<file path="src/rtl/multicycle_ctrl.sv">
// Control FSM for a multicycle RV32I datapath (lw, sw, R/I ALU, beq, jal).
// Outputs are decoded from the current state (plus mem_ready/zero), and retired instructions are counted.
module multicycle_ctrl #(
   parameter int CNT_W = 32
) (
   input  logic             clk,
   input  logic             reset,
   input  logic [6:0]       op,
   input  logic [2:0]       f3,
   input  logic             f7,
   input  logic             zero,
   input  logic             mem_ready,
   output logic             pcWrite,
   output logic             adrSrc,
   output logic             memWrite,
   output logic             irWrite,
   output logic [1:0]       resSrc,
   output logic [1:0]       aluSrcA,
   output logic [1:0]       aluSrcB,
   output logic [1:0]       immSrc,
   output logic [2:0]       ALUcontrol,
   output logic             regWrite,
   output logic             illegal,
   output logic [CNT_W-1:0] instret
);

   localparam logic [6:0] OP_LW  = 7'b0000011;
   localparam logic [6:0] OP_SW  = 7'b0100011;
   localparam logic [6:0] OP_R   = 7'b0110011;
   localparam logic [6:0] OP_I   = 7'b0010011;
   localparam logic [6:0] OP_BEQ = 7'b1100011;
   localparam logic [6:0] OP_JAL = 7'b1101111;

   localparam logic [2:0] ALU_ADD = 3'b000;
   localparam logic [2:0] ALU_SUB = 3'b001;
   localparam logic [2:0] ALU_AND = 3'b010;
   localparam logic [2:0] ALU_OR  = 3'b011;
   localparam logic [2:0] ALU_SLT = 3'b101;

   typedef enum logic [3:0] {
      FETCH, DECODE, MEMADR, MEMREAD, MEMWB, MEMWRITE,
      EXEC_R, EXEC_I, ALUWB, JAL, BEQ
   } state_t;

   state_t     state, nxt;
   logic       pc_we, mem_we, ir_we, rf_we, ill, retire;
   logic [2:0] funct_op;

   always_ff @(posedge clk or posedge reset) begin
      if (reset) state <= FETCH;
      else       state <= nxt;
   end

   always_ff @(posedge clk or posedge reset) begin
      if (reset)       instret <= '0;
      else if (retire) instret <= instret + CNT_W'(1);
   end

   // f3/f7 decode shared by EXEC_R and EXEC_I; op[5] keeps addi from becoming sub.
   always_comb begin
      funct_op = ALU_ADD;
      case (f3)
         3'b000:  funct_op = (op[5] & f7) ? ALU_SUB : ALU_ADD;
         3'b010:  funct_op = ALU_SLT;
         3'b110:  funct_op = ALU_OR;
         3'b111:  funct_op = ALU_AND;
         default: funct_op = ALU_ADD;
      endcase
   end

   always_comb begin
      immSrc = 2'b00;
      case (op)
         OP_SW:   immSrc = 2'b01;
         OP_BEQ:  immSrc = 2'b10;
         OP_JAL:  immSrc = 2'b11;
         default: immSrc = 2'b00;
      endcase
   end

   always_comb begin
      nxt        = state;
      pc_we      = 1'b0;
      mem_we     = 1'b0;
      ir_we      = 1'b0;
      rf_we      = 1'b0;
      ill        = 1'b0;
      retire     = 1'b0;
      adrSrc     = 1'b0;
      resSrc     = 2'b00;
      aluSrcA    = 2'b00;
      aluSrcB    = 2'b00;
      ALUcontrol = ALU_ADD;
      case (state)
         FETCH: begin
            aluSrcB = 2'b10;
            resSrc  = 2'b10;
            ir_we   = mem_ready;
            pc_we   = mem_ready;
            if (mem_ready) nxt = DECODE;
         end
         DECODE: begin
            aluSrcA = 2'b01;
            aluSrcB = 2'b01;
            case (op)
               OP_LW, OP_SW: nxt = MEMADR;
               OP_R:         nxt = EXEC_R;
               OP_I:         nxt = EXEC_I;
               OP_BEQ:       nxt = BEQ;
               OP_JAL:       nxt = JAL;
               default: begin
                  ill = 1'b1;
                  nxt = FETCH;
               end
            endcase
         end
         MEMADR: begin
            aluSrcA = 2'b10;
            aluSrcB = 2'b01;
            nxt     = op[5] ? MEMWRITE : MEMREAD;
         end
         MEMREAD: begin
            adrSrc = 1'b1;
            if (mem_ready) nxt = MEMWB;
         end
         MEMWB: begin
            resSrc = 2'b01;
            rf_we  = 1'b1;
            retire = 1'b1;
            nxt    = FETCH;
         end
         MEMWRITE: begin
            adrSrc = 1'b1;
            mem_we = 1'b1;
            if (mem_ready) begin
               retire = 1'b1;
               nxt    = FETCH;
            end
         end
         EXEC_R: begin
            aluSrcA    = 2'b10;
            ALUcontrol = funct_op;
            nxt        = ALUWB;
         end
         EXEC_I: begin
            aluSrcA    = 2'b10;
            aluSrcB    = 2'b01;
            ALUcontrol = funct_op;
            nxt        = ALUWB;
         end
         ALUWB: begin
            rf_we  = 1'b1;
            retire = 1'b1;
            nxt    = FETCH;
         end
         JAL: begin
            aluSrcA = 2'b01;
            aluSrcB = 2'b10;
            pc_we   = 1'b1;
            nxt     = ALUWB;
         end
         BEQ: begin
            aluSrcA    = 2'b10;
            ALUcontrol = ALU_SUB;
            pc_we      = zero;
            retire     = 1'b1;
            nxt        = FETCH;
         end
         default: nxt = FETCH;
      endcase
   end

   // Strobes are masked by reset so an abort takes effect in the same cycle.
   assign pcWrite  = pc_we  & ~reset;
   assign memWrite = mem_we & ~reset;
   assign irWrite  = ir_we  & ~reset;
   assign regWrite = rf_we  & ~reset;
   assign illegal  = ill    & ~reset;

endmodule
</file>
<file path="config.mk">
export PLATFORM = sky130hd
export DESIGN_NAME = multicycle_ctrl
export DESIGN_NICKNAME = d
export VERILOG_FILES = /design/src/rtl/multicycle_ctrl.sv
export SDC_FILE = /design/constraint.sdc
export NUM_CORES = 1
export LEC_CHECK = 0
export BUFFER_PORTS_ARGS = -buffer_cell sky130_fd_sc_hd__buf_2
export CORE_AREA = 2 2 72 74
export CTS_CLUSTER_DIAMETER = 120
export DETAILED_ROUTE_END_ITERATION = 7
export DIE_AREA = 0 0 74 76
export HOLD_SLACK_MARGIN = 0.15
export PLACE_DENSITY = 0.66
export SYNTH_ARGS = -nofsm -noshare
export SYNTH_HDL_FRONTEND = slang
export SYNTH_SLANG_ARGS = --single-unit
</file>
<file path="constraint.sdc">
create_clock -name clk -period 5.4 [get_ports clk]
set_input_delay 0.27 -clock clk [delete_from_list [all_inputs] [get_ports clk]]
set_output_delay 0.27 -clock clk [all_outputs]
set_load 0.02 [all_outputs]
</file>
==> key figures, run 1 <==
Outcome
  • Status: completed

Global route
  • Global-route wire length before repair: 7130 microns
  • GRT busiest layer: met2
  • GRT met2 Usage: 24.3%
  • Overflow left after global routing: 0
  • Number of global-route vias before repair: 1543
  • Pin count of the biggest net entering global routing: 37
  • Met1 routing resource usage after global routing: 21.9%
  • All-Layer GR Usage: 15.9%
  • Fraction of met3 tracks used by global routing: 4.76%
  • Number of antenna violations at the first check in global routing: 0

Finish
  • Commonest cells after routing, fill and taps aside: 63 x sky130_fd_sc_hd__buf_2, 36 x sky130_fd_sc_hd__dfrtp_1, 25 x sky130_fd_sc_hd__xnor2_1
  • Leading cell type in the layout, fill and taps excluded: sky130_fd_sc_hd__buf_2
  • Final core area utilization: 50.5%
  • Final non-filler cell area: 2480 sq um
  • Share of cells above drive strength 1: 28.9%
  • Final standard cell count with taps included and fillers excluded: 340
  • Number of fillers in the final layout: 449
  • Number of antenna cells inserted: 0
  • Nets@finish: 285
  • Area growth syn-to-layout: 26.3%

Clock tree
  • Clock root buffer: sky130_fd_sc_hd__clkbuf_8
  • Depth of the CTS H-tree: 2
  • Clock tree buffer depth: 2
  • # clock sinks: 36
  • Clock latency at the later pin of the worst-skew pair: 280 ps
  • Clock transition at path regs: 70 ps
  • Clock tree from TritonCTS: yes
  • Number of buffers created by CTS: 5
  • Number of setup buffers added after CTS: 0

Setup path
  • Length in cells of the worst reg-to-reg path: 5
  • Reg-to-reg startpoint: state[2]
  • Maximum fanout along the worst path: 14
  • Critical register-to-register path endpoint: instret[28]
  • Startpoint kind of the worst setup timing path: flip-flop
  • Required time at the endpoint of the critical path: 5560 ps
  • Signal arrival time at the worst endpoint: 2450 ps
  • Flop2flop setup slack: 3120 ps
  • Worst setup path class: flip-flop to flip-flop
  • Worst Setup End Kind: flip-flop

Timing
  • Worst clock skew: 5.70 ps
  • Timing-limited maximum frequency: 438 MHz
  • Final worst-path cycle share: 42.3%
  • Count of final max-slew check failures: 0
  • Total negative setup slack: 0 ps
  • Worst-Margin Slew: 476 ps
  • Unrepaired setup endpoints after global routing: no
  • Smallest setup slack after layout: 3120 ps
  • Endpoints failing setup: 0
  • Number of hold violations in the final report: 0
  • Minimum period implied by the final worst setup slack: 2280 ps
  • Relative max-transition margin: 67.8%

Min path
  • End of the worst hold path: state[2]
  • Type of the worst min-delay path: input port to flip-flop
  • Hold path startpoint: mem_ready
  • Instance count along the most critical hold path: 4

Synth
  • Synthesized Nets: 220
  • Count of cell types in the netlist: 34
  • Main area contributors after synthesis: sky130_fd_sc_hd__dfrtp_1 46%, sky130_fd_sc_hd__xnor2_1 11%, sky130_fd_sc_hd__xor2_1 4.5%
  • Sequential-to-total area share from yosys stat: 45.9%
  • Gate count of the mapped netlist: 204
  • Number of register bits inferred by synthesis: 36
  • Avg Synthesized Cell Area: 9.62 sq um
  • Total number of yosys warnings: 0
  • Synthesized cell area: 1960 sq um
  • Yosys top cell area share: 45.9%
  • Dominant cell type by area after synthesis: sky130_fd_sc_hd__dfrtp_1

Detailed routing
  • Final antenna-violating net count: 0
  • Iteration count of the initial detailed-routing pass: 4
  • Total vias in the final route: 1737
  • Detailed-route wire length: 4400 microns
  • Number of vias per cell after detailed routing: 5.11
  • Drt first-iter violations: 69
  • Average wire length per cell after detail routing: 12.9 microns
  • Detailed-route DRC error count: 0

Place
  • PortBufs: 63
  • Total instance count after detailed placement: 331
  • Post-Place Worst Slack: 3080 ps
  • DP HPWL: 3290 microns
  • Standard cell area after detailed placement: 2340 sq um
  • GPL Wtd Cong: 0.804

Pwr
  • Leakage power summed over all cells: 1.29 nW
  • Power per Cell Area: 314 nW/um^2
  • Worst-case vdd ir drop: 0.134 mV

Floorplanning
  • Horiz. Die Dim: 74 microns
  • Chip Height: 76 microns
  • Top Ports: 64
  • Core Region: 4910 sq um
  • Die area: 5620 sq um
  • Effective utilization at floorplan: 40.0%
  • Row cnt: 26

Job
  • Max Cap Violations: 0
## logic make-up (layout without fill, tap and decap cells)
group / after synthesis / after routing / synth area share, %
buffers and inverters: 13 / 79 / 2.68
adder cells (fa/ha/maj): 1 / 1 / 0.637
AO/OA/AOI/OAI: 22 / 22 / 7.39
flip-flops: 36 / 36 / 45.9
AND/OR/NAND/NOR: 97 / 97 / 27.8
XOR/XNOR: 35 / 35 / 15.6
## repair_timing
| item | 4_1_cts | 5_1_grt |
|---|---|---|
| hold buffers | 1 | 0 |
| endpoints found under the hold margin | 29 | 0 |
| endpoints found under the setup margin | 0 | 0 |
| gates resized for setup | 0 | 0 |
## cells in the mapped netlist
master and count:
sky130_fd_sc_hd__dfrtp_1 36, sky130_fd_sc_hd__xnor2_1 25, sky130_fd_sc_hd__nand2_1 21, sky130_fd_sc_hd__nor2_1 15, sky130_fd_sc_hd__nand3_1 13, sky130_fd_sc_hd__and3_1 10
sky130_fd_sc_hd__xor2_1 10, sky130_fd_sc_hd__nand4_1 9, sky130_fd_sc_hd__nor3_1 9, sky130_fd_sc_hd__a21oi_1 8, sky130_fd_sc_hd__inv_1 6, sky130_fd_sc_hd__and4_1 5
sky130_fd_sc_hd__o21ai_0 5, sky130_fd_sc_hd__clkbuf_1 4, sky130_fd_sc_hd__nor2b_1 3, sky130_fd_sc_hd__or3_1 3, sky130_fd_sc_hd__buf_1 2, sky130_fd_sc_hd__nor4_1 2
sky130_fd_sc_hd__nor4b_4 2, sky130_fd_sc_hd__or2_2 2, sky130_fd_sc_hd__a2111oi_0 1, sky130_fd_sc_hd__a211o_1 1, sky130_fd_sc_hd__a221oi_1 1, sky130_fd_sc_hd__a31oi_1 1
sky130_fd_sc_hd__buf_4 1, sky130_fd_sc_hd__ha_1 1, sky130_fd_sc_hd__nand2b_1 1, sky130_fd_sc_hd__nor4bb_1 1, sky130_fd_sc_hd__o2111a_1 1, sky130_fd_sc_hd__o2111ai_1 1
sky130_fd_sc_hd__o22ai_1 1, sky130_fd_sc_hd__o31a_1 1, sky130_fd_sc_hd__o31ai_2 1, sky130_fd_sc_hd__or3b_4 1
## worst max path at each step
| stage | startpoint | endpoint | cells past startpoint |
|---|---|---|---|
| finish | state[2] | instret[28] | 5 |
| global route | state[2] | instret[28] | 5 |
| CTS | state[2] | instret[28] | 5 |
| detailed placement | state[2] | instret[28] | 5 |
| global placement | state[2] | instret[28] | 5 |
| floorplan | state[3] | illegal | 2 |
## metal layers
layer  share of wire [%]  routed length [microns]
met1                  48                     2130
met5                   0                        0
met4                0.91                       40
met2                  45                     1980
met3                 5.8                      253
## metrics by stage
step	hold WS (ps)	total power, mW
floorplan	442	0.462
global placement	454	0.524
detailed placement	458	0.527
CTS	362	0.784
global route	369	0.817
finish	371	0.778
## flip-flops by register name, summed over array words and instances, names as in the netlist
name     count
instret     32
state        4
## where the power goes
group	switching (mW)	leakage, nW	internal (mW)
Sequential	0.0386	0.486	0.287
Combinational	0.126	0.736	0.0710
Clock	0.0928	0.0645	0.163
Total	0.257	1.29	0.521
## final cells by class
class	instances	area, sq um	area share (%)
Clock inverter	1	30.0	1.21
Tap cell	70	87.6	3.53
Inverter	6	22.5	0.908
Sequential cell	36	901	36.3
Multi-Input combinational cell	155	1010	40.7
Timing Repair Buffer	65	333	13.4
Clock buffer	7	96.3	3.88
## critical path, stage by stage (launching register included)
cell and delay, ps:
sky130_fd_sc_hd__dfrtp_1 610, sky130_fd_sc_hd__nand2b_1 300, sky130_fd_sc_hd__o31a_1 450, sky130_fd_sc_hd__nor4b_4 480, sky130_fd_sc_hd__nand4_1 170, sky130_fd_sc_hd__xnor2_1 160
No activity file was read; power rests on OpenSTA's default activity.
==> run 2, diff against run 1 <==
--- a/config.mk
+++ b/config.mk
@@ -11,7 +11,7 @@
 export DETAILED_ROUTE_END_ITERATION = 7
 export DIE_AREA = 0 0 74 76
 export HOLD_SLACK_MARGIN = 0.15
-export PLACE_DENSITY = 0.66
+export PLACE_DENSITY = 0.69
 export SYNTH_ARGS = -nofsm -noshare
 export SYNTH_HDL_FRONTEND = slang
 export SYNTH_SLANG_ARGS = --single-unit
==> constraint.sdc (replaced) <==
create_clock -name clk -period 2.1 [get_ports clk]
set_input_delay 0.105 -clock clk [delete_from_list [all_inputs] [get_ports clk]]
set_output_delay 0.105 -clock clk [all_outputs]
set_load 0.02 [all_outputs]
==> key figures, run 2 (same netlist as run 1, synthesis figures left out) <==
Clock tree
  • Clock tree from TritonCTS: yes
  • Clock tree buffer depth: 2 (unchanged)
  • # clock sinks: 36 (unchanged)
  • Number of buffers created by CTS: 5 (unchanged)
  • Depth of the CTS H-tree: 2 (unchanged)
  • Clock root buffer: sky130_fd_sc_hd__clkbuf_8
  • Number of setup buffers added after CTS: 0 (unchanged)
  • Clock latency at the later pin of the worst-skew pair: 290 ps (about the same)
  • Clock transition at path regs: 60 ps (about the same)

Detailed routing
  • Detailed-route DRC error count: 0 (unchanged)
  • Iteration count of the initial detailed-routing pass: 4 (unchanged)
  • Number of vias per cell after detailed routing: 5.00 (-2.1%)
  • Final antenna-violating net count: 0 (unchanged)
  • Detailed-route wire length: 4350 microns (-1.2%)
  • Drt first-iter violations: 100 (+45%)
  • Average wire length per cell after detail routing: 12.6 microns (-2.9%)
  • Total vias in the final route: 1730 (-0.40%)

Setup path
  • Reg-to-reg startpoint: state[2]
  • Critical register-to-register path endpoint: instret[28]
  • Required time at the endpoint of the critical path: 2000 ps (-3560 ps)
  • Startpoint kind of the worst setup timing path: flip-flop
  • Length in cells of the worst reg-to-reg path: 7 (+2)
  • Worst Setup End Kind: output pin
  • Flop2flop setup slack: 240 ps (-2880 ps)
  • Maximum fanout along the worst path: 11 (-3)
  • Signal arrival time at the worst endpoint: 1850 ps (-600 ps)
  • Worst setup path class: flip-flop to output pin

Pwr
  • Worst-case vdd ir drop: 0.389 mV (+190%)
  • Power per Cell Area: 780 nW/um^2 (+150%)
  • Leakage power summed over all cells: 1.31 nW (+1.8%)

Min path
  • Instance count along the most critical hold path: 3 (-1)
  • End of the worst hold path: state[0]
  • Hold path startpoint: mem_ready
  • Type of the worst min-delay path: input port to flip-flop

Place
  • GPL Wtd Cong: 0.808 (+0.45%)
  • DP HPWL: 3290 microns (-0.20%)
  • PortBufs: 63 (unchanged)

Timing
  • Final worst-path cycle share: 93.1%
  • Number of hold violations in the final report: 0 (unchanged)
  • Count of final max-slew check failures: 0 (unchanged)
  • Endpoints failing setup: 0 (unchanged)
  • Unrepaired setup endpoints after global routing: no
  • Minimum period implied by the final worst setup slack: 1950 ps
  • Worst clock skew: 9.30 ps (+3.60 ps)
  • Worst-Margin Slew: 618 ps (+142 ps)
  • Total negative setup slack: 0 ps (unchanged)
  • Hold slack final: 167 ps (-203 ps)
  • Timing-limited maximum frequency: 512 MHz
  • Relative max-transition margin: 58.2% (-9.6 points)

Global route
  • Global-route wire length before repair: 7580 microns (+6.2%)
  • Number of antenna violations at the first check in global routing: 0 (unchanged)
  • Pin count of the biggest net entering global routing: 37 (unchanged)
  • All-Layer GR Usage: 17.0% (+1.1 points)
  • Overflow left after global routing: 0 (unchanged)
  • Number of global-route vias before repair: 1663 (+7.8%)

Finish
  • Flip-flop count of the largest register after layout: 32 (unchanged)
  • Commonest cells after routing, fill and taps aside: 63 x sky130_fd_sc_hd__buf_2, 36 x sky130_fd_sc_hd__dfrtp_1, 25 x sky130_fd_sc_hd__xnor2_1
  • Biggest registers after layout: instret (32), state (4)
  • Nets@finish: 291 (+2.1%)
  • Area growth syn-to-layout: 28.0%
  • Number of antenna cells inserted: 0 (unchanged)
  • Share of cells above drive strength 1: 30.4% (+1.5 points)
  • Leading cell type in the layout, fill and taps excluded: sky130_fd_sc_hd__buf_2
  • Register bank with the most flops: instret

Floorplanning
  • Chip Height: 76 microns (unchanged)
  • Effective utilization at floorplan: 40.0% (unchanged)
  • Horiz. Die Dim: 74 microns (unchanged)
  • Core Region: 4910 sq um (unchanged)
  • Top Ports: 64 (unchanged)
  • Row cnt: 26 (unchanged)
  • Die area: 5620 sq um (unchanged)

Job
  • Max Cap Violations: 0 (unchanged)

Outcome
  • Status: completed
[run 2: cell count changes in the layout (fill, tap and decap cells not counted), sizes merged]
cell,change
clkinv,+1
buf,+6
clkbuf,-1
[run 2: stage by stage]
step                      area (sq um)  util, %  power (mW)  setup WS (ps)  instances
final                             2510     51.1        1.96            145        346
after global routing              2510     51.1        2.08           37.9        346
after CTS                         2510     51.0        1.98           48.7        346
after detailed placement          2390     48.6        1.38            223        337
after global placement            2390     48.6        1.37            291        337
after floorplan                   1960        -        1.19            118        204
[run 2: layout make-up]
class	count	area, sq um
multi-input cells	155	1020
clock inverters	2	35.0
fillers	472	2400
well taps	70	87.6
flip-flops and latches	36	901
clock buffers	6	72.6
inverters	6	22.5
repair buffers	71	378
[run 2: power by group]
group / total (mW) / switching, mW / internal (mW) / leakage (nW)
Clock: 0.592 / 0.240 / 0.352 / 0.0552
Sequential: 0.800 / 0.0617 / 0.739 / 0.486
Combinational: 0.567 / 0.362 / 0.205 / 0.768
[run 2: worst max path at each step]
stage / from / slack (ps) / endpoint / cells past startpoint
floorplan: state[3] / 120 / illegal / 2
global placement: state[2] / 290 / instret[28] / 7
detailed placement: state[2] / 220 / instret[28] / 7
CTS: state[3] / 50 / illegal / 4
global route: state[3] / 40 / illegal / 4
finish: state[3] / 150 / illegal / 4
[run 2: timing repair]
item,4_1_cts,5_1_grt
hold endpoints to repair,36,0
resized for setup,0,2
hold buffers,1,0
endpoints found under the setup margin,0,1
[run 2: critical path, stage by stage, from the launching register on]
cell	delay (ps)
sky130_fd_sc_hd__dfrtp_1	390
sky130_fd_sc_hd__buf_4	180
sky130_fd_sc_hd__or3_1	420
sky130_fd_sc_hd__a2111oi_2	360
sky130_fd_sc_hd__buf_2	230
[run 2: metal layers]
layer,vias to the layer above,global-route usage (%),wire [microns]
li1,858,-,-
met1,814,21.9,2030
met2,51,26.6,1970
met3,7,5.42,284
met4,0,5.82,65
met5,-,0,0
==> run 3, diff against run 2 <==
--- a/config.mk
+++ b/config.mk
@@ -6,12 +6,14 @@
 export NUM_CORES = 1
 export LEC_CHECK = 0
 export BUFFER_PORTS_ARGS = -buffer_cell sky130_fd_sc_hd__buf_2
-export CORE_AREA = 2 2 72 74
+export CELL_PAD_IN_SITES_DETAIL_PLACEMENT = 0
+export CELL_PAD_IN_SITES_GLOBAL_PLACEMENT = 1
+export CORE_AREA = 2 2 79 81
 export CTS_CLUSTER_DIAMETER = 120
 export DETAILED_ROUTE_END_ITERATION = 7
-export DIE_AREA = 0 0 74 76
+export DIE_AREA = 0 0 81 83
 export HOLD_SLACK_MARGIN = 0.15
-export PLACE_DENSITY = 0.69
+export PLACE_DENSITY_LB_ADDON = 0.1
 export SYNTH_ARGS = -nofsm -noshare
 export SYNTH_HDL_FRONTEND = slang
 export SYNTH_SLANG_ARGS = --single-unit
==> key figures, run 3 (same netlist as run 1, synthesis figures left out) <==
Outcome
  • Status: completed

Setup path
  • Worst Setup End Kind: output pin
  • Maximum fanout along the worst path: 11 (unchanged)
  • Startpoint kind of the worst setup timing path: flip-flop
  • Worst setup path class: flip-flop to output pin
  • Required time at the endpoint of the critical path: 2000 ps (about the same)
  • Signal arrival time at the worst endpoint: 1870 ps (+20 ps)

Finish
  • Number of antenna cells inserted: 0 (unchanged)
  • Leading cell type in the layout, fill and taps excluded: sky130_fd_sc_hd__buf_2
  • Area growth syn-to-layout: 28.2%
  • Commonest cells after routing, fill and taps aside: 63 x sky130_fd_sc_hd__buf_2, 36 x sky130_fd_sc_hd__dfrtp_1, 25 x sky130_fd_sc_hd__xnor2_1
  • Biggest registers after layout: instret (32), state (4)
  • Flip-flop count of the largest register after layout: 32 (unchanged)
  • Share of cells above drive strength 1: 30.4% (unchanged)
  • Register bank with the most flops: instret
  • Nets@finish: 291 (unchanged)

Pwr
  • Power per Cell Area: 789 nW/um^2 (+1.1%)
  • Worst-case vdd ir drop: 0.381 mV (-2.0%)
  • Leakage power summed over all cells: 1.31 nW (-0.16%)

Clock tree
  • Depth of the CTS H-tree: 2 (unchanged)
  • Clock transition at path regs: 70 ps (about the same)
  • Number of buffers created by CTS: 5 (unchanged)
  • Clock latency at the later pin of the worst-skew pair: 290 ps (about the same)
  • Number of setup buffers added after CTS: 0 (unchanged)
  • Number of buffers inserted by hold repair at cts: 1 (unchanged)
  • Clock tree buffer depth: 2 (unchanged)
  • Clock root buffer: sky130_fd_sc_hd__clkbuf_8
  • Post-CTS resize count: 0 (unchanged)
  • Clock tree from TritonCTS: yes
  • # clock sinks: 36 (unchanged)

Detailed routing
  • Average wire length per cell after detail routing: 13.8 microns (+9.6%)
  • Detailed-route wire length: 4830 microns (+11%)
  • Iteration count of the initial detailed-routing pass: 4 (unchanged)
  • Drt first-iter violations: 52 (-48%)
  • Detailed-route DRC error count: 0 (unchanged)
  • Final antenna-violating net count: 0 (unchanged)
  • Total vias in the final route: 1741 (+0.64%)
  • Number of vias per cell after detailed routing: 4.96 (-0.80%)

Floorplanning
  • Chip Height: 83 microns (+9.2%)
  • Horiz. Die Dim: 81 microns (+9.5%)
  • Core Region: 5820 sq um (+18%)
  • Die area: 6720 sq um (+20%)
  • Row cnt: 28 (+7.7%)
  • Effective utilization at floorplan: 33.8% (-6.2 points)
  • Top Ports: 64 (unchanged)

Place
  • DP HPWL: 3570 microns (+8.6%)
  • Post-Place Worst Slack: 224 ps (+0.865 ps)
  • PortBufs: 63 (unchanged)
  • GPL Wtd Cong: 0.763 (-5.6%)

Min path
  • Type of the worst min-delay path: input port to flip-flop

Timing
  • Worst-Margin Slew: 480 ps (-138 ps)
  • Endpoints failing setup: 0 (unchanged)
  • Total negative setup slack: 0 ps (unchanged)
  • Count of final max-slew check failures: 0 (unchanged)
  • Final worst-path cycle share: 94.2% (+1.1 points)
  • Relative max-transition margin: 67.6% (+9.3 points)
  • Minimum period implied by the final worst setup slack: 1980 ps (+23.6 ps)
  • Unrepaired setup endpoints after global routing: no
  • Timing-limited maximum frequency: 505 MHz (-1.2%)
  • Worst clock skew: 8.26 ps (-1.05 ps)
  • Number of hold violations in the final report: 0 (unchanged)
  • Smallest setup slack after layout: 122 ps (-23.6 ps)

Global route
  • Global-route wire length before repair: 8050 microns (+6.2%)
  • All-Layer GR Usage: 15.0% (-2.0 points)
  • Number of global-route vias before repair: 1652 (-0.66%)
  • Pin count of the biggest net entering global routing: 37 (unchanged)
  • Number of antenna violations at the first check in global routing: 0 (unchanged)
  • Overflow left after global routing: 0 (unchanged)

Job
  • Max Cap Violations: 0 (unchanged)
-- run 3: report_power, final --
part	internal [mW]	switching [mW]	total [mW]	leakage [nW]
Clock	0.351	0.262	0.614	0.0541
Sequential	0.738	0.0576	0.796	0.486
Combinational	0.203	0.372	0.575	0.767
-- run 3: layout make-up --
class                           count  area, sq um
Sequential cell                    36          901
Timing Repair Buffer               71          378
Tap cell                           75         93.8
Fill cell                         605         3300
Clock buffer                        5         68.8
Clock inverter                      3         42.5
Inverter                            6         22.5
Multi-Input combinational cell    155         1010
-- run 3: metrics by stage --
step           utilization [%]  cells  instance area (sq um)  power, mW  hold slack, ps
6_report                  43.3    351                   2520       1.98             187
5_1_grt                   43.3    351                   2520       2.09             187
4_1_cts                   43.3    351                   2520       2.00             168
3_5_place_dp              41.2    342                   2390       1.38             308
3_3_place_gp              41.2    342                   2390       1.39             300
2_1_floorplan                -    204                   1960       1.19             277
-- run 3: worst max-delay path, stage by stage (launching register included) --
cell and delay (ps):
sky130_fd_sc_hd__dfrtp_1 390, sky130_fd_sc_hd__buf_4 180, sky130_fd_sc_hd__or3_1 420, sky130_fd_sc_hd__a2111oi_0 360, sky130_fd_sc_hd__buf_2 230
-- run 3: path summary, 6_finish.rpt --
| check | slack [ps] | depth (start not counted) | from | end |
|---|---|---|---|---|
| min | 190 | 3 | mem_ready | state[0] |
| max in group asynchronous | 1220 | 4 | reset | instret[13] |
| min in group asynchronous | 530 | 4 | reset | state[2] |
| max | 120 | 4 | state[3] | illegal |
| max reg2reg | 240 | 7 | state[2] | instret[28] |
| min reg2reg | 480 | 1 | instret[31] | instret[31] |
-- run 3: metal layers --
| metal | wire length [microns] | global-route usage, % | part of all wire, % |
|---|---|---|---|
| met3 | 218 | 2.72 | 4.5 |
| met2 | 2320 | 23.4 | 48 |
| met4 | 57 | 4.16 | 1.2 |
| met5 | 0 | 0 | 0 |
| met1 | 2230 | 21.1 | 46 |
